==> config.mk <==
export PLATFORM = sky130hd
export DESIGN_NAME = timer_bus_arbiter
export DESIGN_NICKNAME = d
export VERILOG_FILES = /design/src/rtl/timer_bus_arbiter.sv
export SDC_FILE = /design/constraint.sdc
export NUM_CORES = 1
export LEC_CHECK = 0
export ABC_AREA = 0
export CORE_AREA = 2 2 119 121
export DETAILED_ROUTE_END_ITERATION = 8
export DIE_AREA = 0 0 121 123
export PLACE_DENSITY = 0.85
export SLEW_MARGIN = 15
export SYNTH_ARGS = -nofsm -noshare
export SYNTH_HDL_FRONTEND = slang
export SYNTH_SLANG_ARGS = --single-unit
==> constraint.sdc <==
create_clock -name clk -period 6.95 [get_ports clk]
set_clock_uncertainty 0.1 [all_clocks]
set_input_delay 1.39 -clock clk [delete_from_list [all_inputs] [get_ports clk]]
set_output_delay 1.39 -clock clk [all_outputs]
set_load 0.01 [all_outputs]
==> src/rtl/timer_bus_arbiter.sv <==
// timer_bus_arbiter: shares the timer device bus between a CPU port (0) and an
// auxiliary master port (1). Decodes two 3-word timer windows, covers the timers'
// one-cycle registered read latency, and registers the timer IRQs into HWInt.
// Optional build macro: ARB_FIXED_PRIO_EN (port 0 always wins a simultaneous
// request); without it arbitration is round-robin on the last granted port.
module timer_bus_arbiter #(
  parameter logic [31:0] TC0_BASE = 32'h0000_7F00,
  parameter logic [31:0] TC1_BASE = 32'h0000_7F10
) (
  input  logic        clk,
  input  logic        reset,
  input  logic        req0,
  input  logic        req1,
  input  logic        we0,
  input  logic        we1,
  input  logic [31:0] addr0,
  input  logic [31:0] addr1,
  input  logic [31:0] wdata0,
  input  logic [31:0] wdata1,
  output logic        gnt0,
  output logic        gnt1,
  output logic        rvalid0,
  output logic        rvalid1,
  output logic [31:0] rdata,
  output logic        err,
  output logic [31:0] dev_addr,
  output logic [31:0] dev_wdata,
  output logic        dev_we0,
  output logic        dev_we1,
  input  logic [31:0] dev_rdata0,
  input  logic [31:0] dev_rdata1,
  input  logic        irq0,
  input  logic        irq1,
  output logic [5:0]  hwint
);

  typedef enum logic [1:0] {IDLE, RD_WAIT, RD_RESP} state_t;

  state_t      state_q, state_d;
  logic        last_q, last_d;
  logic [31:0] rdata_q, rdata_d;
  logic [31:0] rd_addr_q, rd_addr_d;
  logic        rd_port_q, rd_port_d;
  logic [1:0]  rd_hit_q, rd_hit_d;   // {hit TC1, hit TC0} of the pending read
  logic [1:0]  hwint_q;

  logic        win;                  // 0 = port 0 wins, 1 = port 1 wins
  logic        sel_we;
  logic [31:0] sel_addr;
  logic [31:0] sel_wdata;
  logic        hit0, hit1;

  // Word-granular window check: CTRL, PRESET, COUNT at base+0/4/8; slot 3 is a hole.
  function automatic logic in_window(input logic [31:0] a, input logic [31:0] base);
    logic [31:0] wa;
    wa = a & 32'hFFFF_FFFC;
    return (wa >= base) && (wa <= base + 32'd8) && (wa[3:2] != 2'b11);
  endfunction

  // Winner selection and mux of the winning port onto the shared bus fields
  always_comb begin
`ifdef ARB_FIXED_PRIO_EN
    win = ~req0;
`else
    if (req0 && req1) win = ~last_q;
    else              win = req1;
`endif
    sel_we    = win ? we1    : we0;
    sel_addr  = win ? addr1  : addr0;
    sel_wdata = win ? wdata1 : wdata0;
    hit0      = in_window(sel_addr, TC0_BASE);
    hit1      = in_window(sel_addr, TC1_BASE);
  end

  // Next state and bus outputs; everything is forced quiet while reset is high
  always_comb begin
    state_d   = state_q;
    last_d    = last_q;
    rdata_d   = rdata_q;
    rd_addr_d = rd_addr_q;
    rd_port_d = rd_port_q;
    rd_hit_d  = rd_hit_q;
    gnt0      = 1'b0;
    gnt1      = 1'b0;
    rvalid0   = 1'b0;
    rvalid1   = 1'b0;
    rdata     = 32'd0;
    err       = 1'b0;
    dev_addr  = 32'd0;
    dev_wdata = 32'd0;
    dev_we0   = 1'b0;
    dev_we1   = 1'b0;

    case (state_q)
      IDLE: begin
        if (req0 || req1) begin
          gnt0      = ~win;
          gnt1      = win;
          last_d    = win;
          dev_addr  = sel_addr;
          dev_wdata = sel_wdata;
          if (sel_we) begin
            // Writes complete in the grant cycle, so IDLE can grant again next cycle
            dev_we0 = hit0;
            dev_we1 = hit1;
            err     = ~(hit0 | hit1);
          end else begin
            rd_addr_d = sel_addr;
            rd_port_d = win;
            rd_hit_d  = {hit1, hit0};
            state_d   = RD_WAIT;
          end
        end
      end
      RD_WAIT: begin
        // Timer has registered its data from the address presented in the grant cycle
        dev_addr = rd_addr_q;
        if (rd_hit_q[0])      rdata_d = dev_rdata0;
        else if (rd_hit_q[1]) rdata_d = dev_rdata1;
        else                  rdata_d = 32'd0;
        state_d = RD_RESP;
      end
      RD_RESP: begin
        rvalid0 = ~rd_port_q;
        rvalid1 = rd_port_q;
        rdata   = rdata_q;
        err     = ~(|rd_hit_q);
        state_d = IDLE;
      end
      default: state_d = IDLE;
    endcase

    if (reset) begin
      gnt0      = 1'b0;
      gnt1      = 1'b0;
      rvalid0   = 1'b0;
      rvalid1   = 1'b0;
      rdata     = 32'd0;
      err       = 1'b0;
      dev_addr  = 32'd0;
      dev_wdata = 32'd0;
      dev_we0   = 1'b0;
      dev_we1   = 1'b0;
    end
  end

  // Control state, read-data register and IRQ sampling
  always_ff @(posedge clk) begin
    if (reset) begin
      state_q <= IDLE;
      last_q  <= 1'b1;
      rdata_q <= 32'd0;
      hwint_q <= 2'b00;
    end else begin
      state_q <= state_d;
      last_q  <= last_d;
      rdata_q <= rdata_d;
      hwint_q <= {irq1, irq0};
    end
  end

  // Pending-read context; only consulted in RD_WAIT/RD_RESP, so no reset needed
  always_ff @(posedge clk) begin
    rd_addr_q <= rd_addr_d;
    rd_port_q <= rd_port_d;
    rd_hit_q  <= rd_hit_d;
  end

  assign hwint = {4'b0000, hwint_q};

endmodule

Word level (Yosys, flattened, before mapping)
Index checks and enable logic that the tools add are counted.

Logic and storage cells: 73. Input bits: 200. Flip-flop bits (word level): 72. Output and inout bits: 109.

Reductions and logical operators: 11. Bitwise operators: 7. $lt $le $gt $ge: 4. Muxes and demuxes: 39. Equality and inequality tests: 5.

Operators with widths (count): two-way mux 32 bit (11); >= comparator 32 x 15 -> 1 bit, second input constant (2); <= comparator 32 x 15 -> 1 bit, second input constant (2); one-hot mux 32 bit (2 select lines) (1); two-way mux 1 bit (23); != test 2 bit, second input constant (3); NOT 1 bit (6); logical AND 1 bit (5); two-way mux 2 bit (2); one-hot mux 2 bit (2 select lines) (1); AND reduction 2 bit (2); AND reduction 3 bit (1); == test 2 x 1 -> 1 bit, second input constant (1); == test 2 bit, second input constant (1); logical NOT 2 bit (1); one-hot mux 1 bit (2 select lines) (1); OR reduction 2 bit (1); logical OR 1 bit (1); OR 1 bit (1).

Longest topological paths before layout
Gate-level depths: netlist (run 1).

Depth in word-level cells: 12. Mapped depth: 8. Mapped depth without buffers: 7.

Worst setup path before layout (run 1)
Ideal clock, no wire load.

Path type: input port to output port. Start: in addr0[25]. End: out dev_we0. Data required time: 5.460 ns. Stages: 4. Slack: 2.773 ns. Data arrival time: 2.687 ns. Cells stage by stage: or4_1 > nor4_4 > a21oi_2 > nor4_1.

Word-level cells in the longest chain between the ends: 8. Elaborated cells on any way between the ends: 9. Classes of those cells: order compare: 2; mux: 5; reduce/logical: 2.

Ends and longest elaborated chain: start, declared (line 16) `input logic [31:0] addr0,`; two-way mux 32 bit * (line 69) `sel_addr = win ? addr1 : addr0;`; >= comparator 32 x 15 -> 1 bit / <= comparator 32 x 15 -> 1 bit (equally long branches) (line 57) `return (wa >= base) && (wa <= base + 32'd8) && (wa[3:2] != 2'b11);`; logical AND 1 bit * (2 in a row) (line 57); two-way mux 1 bit * (line 102) `if (sel_we) begin`; two-way mux 1 bit * (line 96) `if (req0 || req1) begin`; two-way mux 1 bit * (line 94) `case (state_q)`; two-way mux 1 bit * (line 133) `if (reset) begin`; end, declared (line 28) `output logic dev_we0,`.

Every way passes the cells marked *; elsewhere a longest branch is shown, timed or not.

Worst setup path in the final report (run 1)
Start: in req0. End: out dev_we0.

Word-level cells in the longest chain between the ends: 10. Elaborated cells on any way between the ends: 14. Classes of those cells: order compare: 2; eq/ne: 1; mux: 7; reduce/logical: 4.

Ends and longest elaborated chain: start, declared (line 12) `input logic req0,`; logical AND 1 bit (line 65) `if (req0 && req1) win = ~last_q;`; two-way mux 1 bit (line 65); two-way mux 32 bit (line 69); >= comparator 32 x 15 -> 1 bit / <= comparator 32 x 15 -> 1 bit (equally long branches) (line 57); logical AND 1 bit (2 in a row) (line 57); two-way mux 1 bit (line 102); two-way mux 1 bit * (line 96); two-way mux 1 bit * (line 94); two-way mux 1 bit * (line 133).

Marks and branches as above.

==> results.toml, run 1 <==
[logic_synthesis]
synth_area_leaders = "edfxtp_1 (25%), dfxtp_1 (18%), mux2_2 (8.8%)"
synth_seq_cells = 72
synth_top_area_share_pct = 24.9
netlist_area_sq_um = 4210
syn_avg_cell_area_sq_um = 9.51
yosysUniqueCellTypes = 41
yosysTopAreaCell = "edfxtp_1"
synthTopCellsByCount = "nor2_1 (74), nor3_1 (38), dfxtp_1 (37)"
ys_warn_count = 0
ys_seq_area_share_pct = 42.5
synth_edf_count = 35
synthArstFlopShare_pct = 0
yosysMostFrequentCell = "nor2_1"
synth_cells = 443
synthFlopType = "dfxtp_1"

[die]
fp.dieW_um = 121
boundaryPins = 309
die_h_um = 123
start_util_pct = 31.0
row_count = 43
core_area_sq_um = 13600
dieArea_sq_um = 14900

[placed_design]
numPlacedInstances = 894
place_congestion = 0.870
hpwl_mm = 12.7
io_buffers = 304

[cts]
post-cts-setup-buffer-count = 0
clkTransAtPathRegs_ns = 0.05
cts_buffers = 9
holdBufCountCts = 0
cts_buffer_depth = 2
cts_sinks = 72
cts_resized = 0
cts-root-buf = "clkbuf_16"
clkLatencyLatePin_ns = 0.33
cts_tree = "built"
htreeDepth = 3

[worst_setup_path]
end_kind = "output pin"
crit_slowest_cell = "clkdlybuf4s50_1"
crit_family = "buffers and inverters"
slowest_delay_ns = 0.62
worst_setup_path_start_kind = "primary input"
path_cells = "clkdlybuf4s50_1 > nand2_2 > nand2_4 > inv_2 > or4_4 > nor4_4 > a21oi_2 > nor4_1 > clkdlybuf4s50_1"
crit_path_max_fanout = 40
crit_required_ns = 5.46
rrSetupSlack_ns = 4.09
worst-path-buf-inv = 3
cp_common_cell = "clkdlybuf4s50_1"
arrival_ns = 4.31
path_class = "in2out"

[timing]
rsz0062_at_grt = "no"
drv_slew = 0
hold_ws_ns = 0.387
fin_crit_sh_pct = 83.4
hold_violations = 0
relSlewSlack_pct = 31.5
max_slew.worst_pin.slew_ns = 1.03
final.min_clock_period_ns = 5.80
setup_viol = 0
clock.fmax_mhz = 172
fin_tns_setup_ns = 0

[final_layout]
stdcell_count = 911
area_delta_synth_final_pct = 81.7
n_fill_cell = 1197
layout-drive-gt1-share_pct = 9.59
nets = 925

[route]
drc_errors = 0
avgRoutedWirePerCell_um = 18.4
viasPerCell = 5.17
totalWireLength_mm = 16.7
dr_total_vias = 4708
first_pass_iters = 4
drt_iter0_drc = 361
final_antenna_net_count = 0

[grt]
grt_pass1_wl_mm = 25.2
grt_overflow = 0
grt_max_degree = 43
grt_pass1_vias = 4588
grt_antenna_before_repair = 0
grt_util_all_layers_pct = 21.7

[power]
power.density_nw_per_um2 = 171
power.leakage_nw = 2.71
ir_worst_vdd_v = 0.000131

[run_status]
outcome = "completed"

[min_path]
hp-class = "reg2reg"

[flow_run]
drv_cap = 0
[routing by layer]
metal  global-route usage (%)  wire, um  vias up
met5                        0         0        -
met4                     6.32       286        0
met3                     7.93      1440       26
met2                     34.7      7970      201
met1                     27.5      7030     2230
li1                         -         -     2251
[worst min-delay path: cells and delay by family, from the launching register on]
family | cells | cell delay, ns
simple gates | 2 | 0.14
flops | 1 | 0.30
[path summary, 6_finish.rpt]
check | from | endpoint | depth (start not counted)
worst max register to register | last_q | rd_addr_q[15] | 5
worst max-delay path | req0 | dev_we0 | 9
worst min register to register | rdata_q[26] | rdata_q[26] | 2
worst min-delay path | rdata_q[26] | rdata_q[26] | 2
[layout make-up]
class	instances	area [sq um]	share of cell area (%)
clock inverters	4	22.5	0.294
repair buffers	312	3100	40.5
inverters	2	7.51	0.0981
flip-flops and latches	72	1790	23.4
well taps	180	225	2.94
clock buffers	12	236	3.09
multi-input cells	328	2270	29.7
diodes	1	2.50	0.0327
[state kept, by name (all words and copies together) (netlist names)]
register and cells:
last_q 1, rd_port_q 1, state_q 2, hwint_q 2
rdata_q 32, rd_hit_q 2, rd_addr_q 32
[cell families after synthesis]
kind of cell / after synthesis / synth area share [%]
and+or+nand+nor: 186 / 23.3
AOI/OAI and AO/OA: 105 / 20.4
DFF: 72 / 42.5
buffers and inverters: 46 / 4.84
muxes: 33 / 8.82
other: 1 / 0.0890
[per-stage QoR]
| step | setup WS [ns] | util, % | cell area (sq um) | power, W |
|---|---|---|---|---|
| final | 1.15 | 56.2 | 7660 | 0.00131 |
| after global routing | 1.05 | 56.2 | 7650 | 0.00137 |
| after detailed placement | 1.19 | 54.3 | 7390 | 0.000901 |
| after floorplan | 2.77 | - | 4230 | 0.000670 |
| after global placement | 1.24 | 54.3 | 7390 | 0.000894 |
| after CTS | 1.17 | 56.2 | 7650 | 0.00132 |
[report_power, final]
group	switching, W	leakage, nW	total, W	internal, W
sequential	0.0000148	0.636	0.000501	0.000486
combinational	0.000170	1.94	0.000394	0.000224
clock	0.000171	0.126	0.000411	0.000240
total	0.000356	2.71	0.00131	0.000950
[cells in the final DEF, fill, tap and decap left out, types with 4 or more instances in the layout]
cell type	n
nand4_1	5
nor3_1	38
dfxtp_1	37
a22o_1	32
clkdlybuf4s50_1	303
nor2_1	72
edfxtp_1	35
buf_4	8
and2_1	33
a22oi_1	32
mux2_2	33
clkbuf_16	9
nand2_1	5
conb_1	4
nor4b_1	5
a221oi_1	31
Power figures use the tool's default switching activity.
==> run 2: changes to the inputs <==
CORE_AREA = unset   (was 2 2 119 121)
CORE_MARGIN = 2   (was unset)
CORE_UTILIZATION = 32   (was unset)
DIE_AREA = unset   (was 0 0 121 123)
PLACE_DENSITY = 0.9   (was 0.85)
clock period = 5 ns   (was 6.95 ns; I/O delays follow)
==> run 2 against run 1 <==
Effect of this change: sequential power grew 39%; critical path type unchanged; critical endpoint unchanged; die area fell by 5.2%; utilization up 4.2 points.
==> results.toml, run 2 (synthesized netlist as in run 1, its figures left out) <==
[run_status]
outcome = "completed"

[route]
first_pass_iters = 5
avgRoutedWirePerCell_um = 19.1
viasPerCell = 5.30
drt_iter0_drc = 246
dr_total_vias = 4803
drc_errors = 0
totalWireLength_mm = 17.3
final_antenna_net_count = 0

[grt]
grt_max_degree = 36
grt.met3_usage_pct = 7.19
grt_overflow = 0
grt.busiest_layer = "met2"
grt_pass1_vias = 4885
use_met2_pct = 41.9
grt_antenna_before_repair = 2
grtUsageMet1_pct = 25.5
grt_pass1_wl_mm = 26.4
grt_util_all_layers_pct = 23.7

[cts]
clkLatencyLatePin_ns = 0.33
cts-root-buf = "clkbuf_16"
cts_resized = 0
cts_buffer_depth = 2
holdBufCountCts = 0
cts_tree = "built"
cts_buffers = 9
clkTransAtPathRegs_ns = 0.06
htreeDepth = 3
post-cts-setup-buffer-count = 0
cts_sinks = 72

[flow_run]
drv_cap = 0

[worst_setup_path]
worst_setup_path_start_kind = "primary input"
cp_common_cell = "clkdlybuf4s50_1"
crit_required_ns = 3.90
slowest_delay_ns = 0.62
r2r_start = "last_q"
crit_slowest_cell = "clkdlybuf4s50_1"
crit_path_start = "req0"
path_class = "in2out"
path_cells = "clkdlybuf4s50_1 > nand2_2 > nand2_4 > inv_2 > or4_4 > nor4_4 > a21oi_2 > nor4_1 > clkdlybuf4s50_1"
arrival_ns = 3.61
rrSetupSlack_ns = 2.52
end_kind = "output pin"
crit_path_max_fanout = 15

[placed_design]
numPlacedInstances = 889
io_buffers = 304
hpwl_mm = 13.3
place_congestion = 0.860

[die]
boundaryPins = 309
die_h_um = 119
dieArea_sq_um = 14100
fp.dieW_um = 119
core_area_sq_um = 12700
row_count = 41
start_util_pct = 33.1

[power]
p_sw_share_pct = 26.7
power.internal_w = 0.00136
p_switching_w = 0.000495
ir_worst_vdd_v = 0.000199
share_comb_of_total_power_pct = 29.4
seqPwrFrac_pct = 37.5
power.density_nw_per_um2 = 241
p_clk_share_pct = 33.1
power.leakage_nw = 2.74

[final_layout]
area_delta_synth_final_pct = 82.5
nets = 928
final_cell_mix = "clkdlybuf4s50_1 (303), nor2_1 (72), nor3_1 (38)"
final_common_cell = "clkdlybuf4s50_1"
top_regs = "rd_addr_q (32), rdata_q (32)"
layout-drive-gt1-share_pct = 10.1
stdcell_count = 907

[timing]
hold_violations = 0
fin_crit_sh_pct = 94.2
setup_viol = 0
rsz0062_at_grt = "no"
drv_slew = 0
max_slew.worst_pin.slew_ns = 1.01
fin_tns_setup_ns = 0
final.min_clock_period_ns = 4.71
hold_ws_ns = 0.386
relSlewSlack_pct = 32.2
clock.fmax_mhz = 212

[min_path]
hp-class = "reg2reg"
holdCritStartpoint = "rdata_q[18]"
run 2: worst paths after layout:
check | cells past startpoint | to
hold reg to reg | 2 | rdata_q[18]
setup / recovery | 9 | dev_we0
hold / removal | 2 | rdata_q[18]
setup reg to reg | 5 | rd_addr_q[29]
run 2: power groups by stage:
| stage | clock network (W) | logic, W | registers [W] |
|---|---|---|---|
| final | 0.000612 | 0.000545 | 0.000695 |
| after global routing | 0.000654 | 0.000583 | 0.000700 |
| after CTS | 0.000624 | 0.000545 | 0.000695 |
| after detailed placement | 0 | 0.000542 | 0.000707 |
| after global placement | 0 | 0.000532 | 0.000705 |
| after floorplan | 0 | 0.000231 | 0.000701 |
run 2: metrics by stage:
stage               total power, W  util (%)  area (sq um)  setup slack, ns
finish                     0.00185      60.5          7690            0.292
global route               0.00194      60.5          7690            0.188
CTS                        0.00186      60.4          7680            0.285
detailed placement         0.00125      58.2          7400            0.320
global placement           0.00124      58.2          7400            0.269
floorplan                 0.000932         -          4230             1.22
run 2: critical path, delay by kind of cell:
family	cells	cell delay (ns)
buf+inv	3	1.32
compound gates	1	0.10
simple gates	5	1.18
run 2: area by class of cell:
cell class                 count  area, sq um
fill                        1063         5030
clock buffer                  14          268
inverter                       2         7.51
clock inverter                 2         12.5
sequential                    72         1790
tap                          172          215
timing repair buffer         315         3120
antenna                        2         5.00
multi-input combinational    328         2270
run 2: routing by layer:
layer  wire length (um)  vias to the layer above
li1                   -                     2256
met1               6370                     2239
met2               8650                      255
met3               1470                       53
met4                801                        0
met5                  0                        -
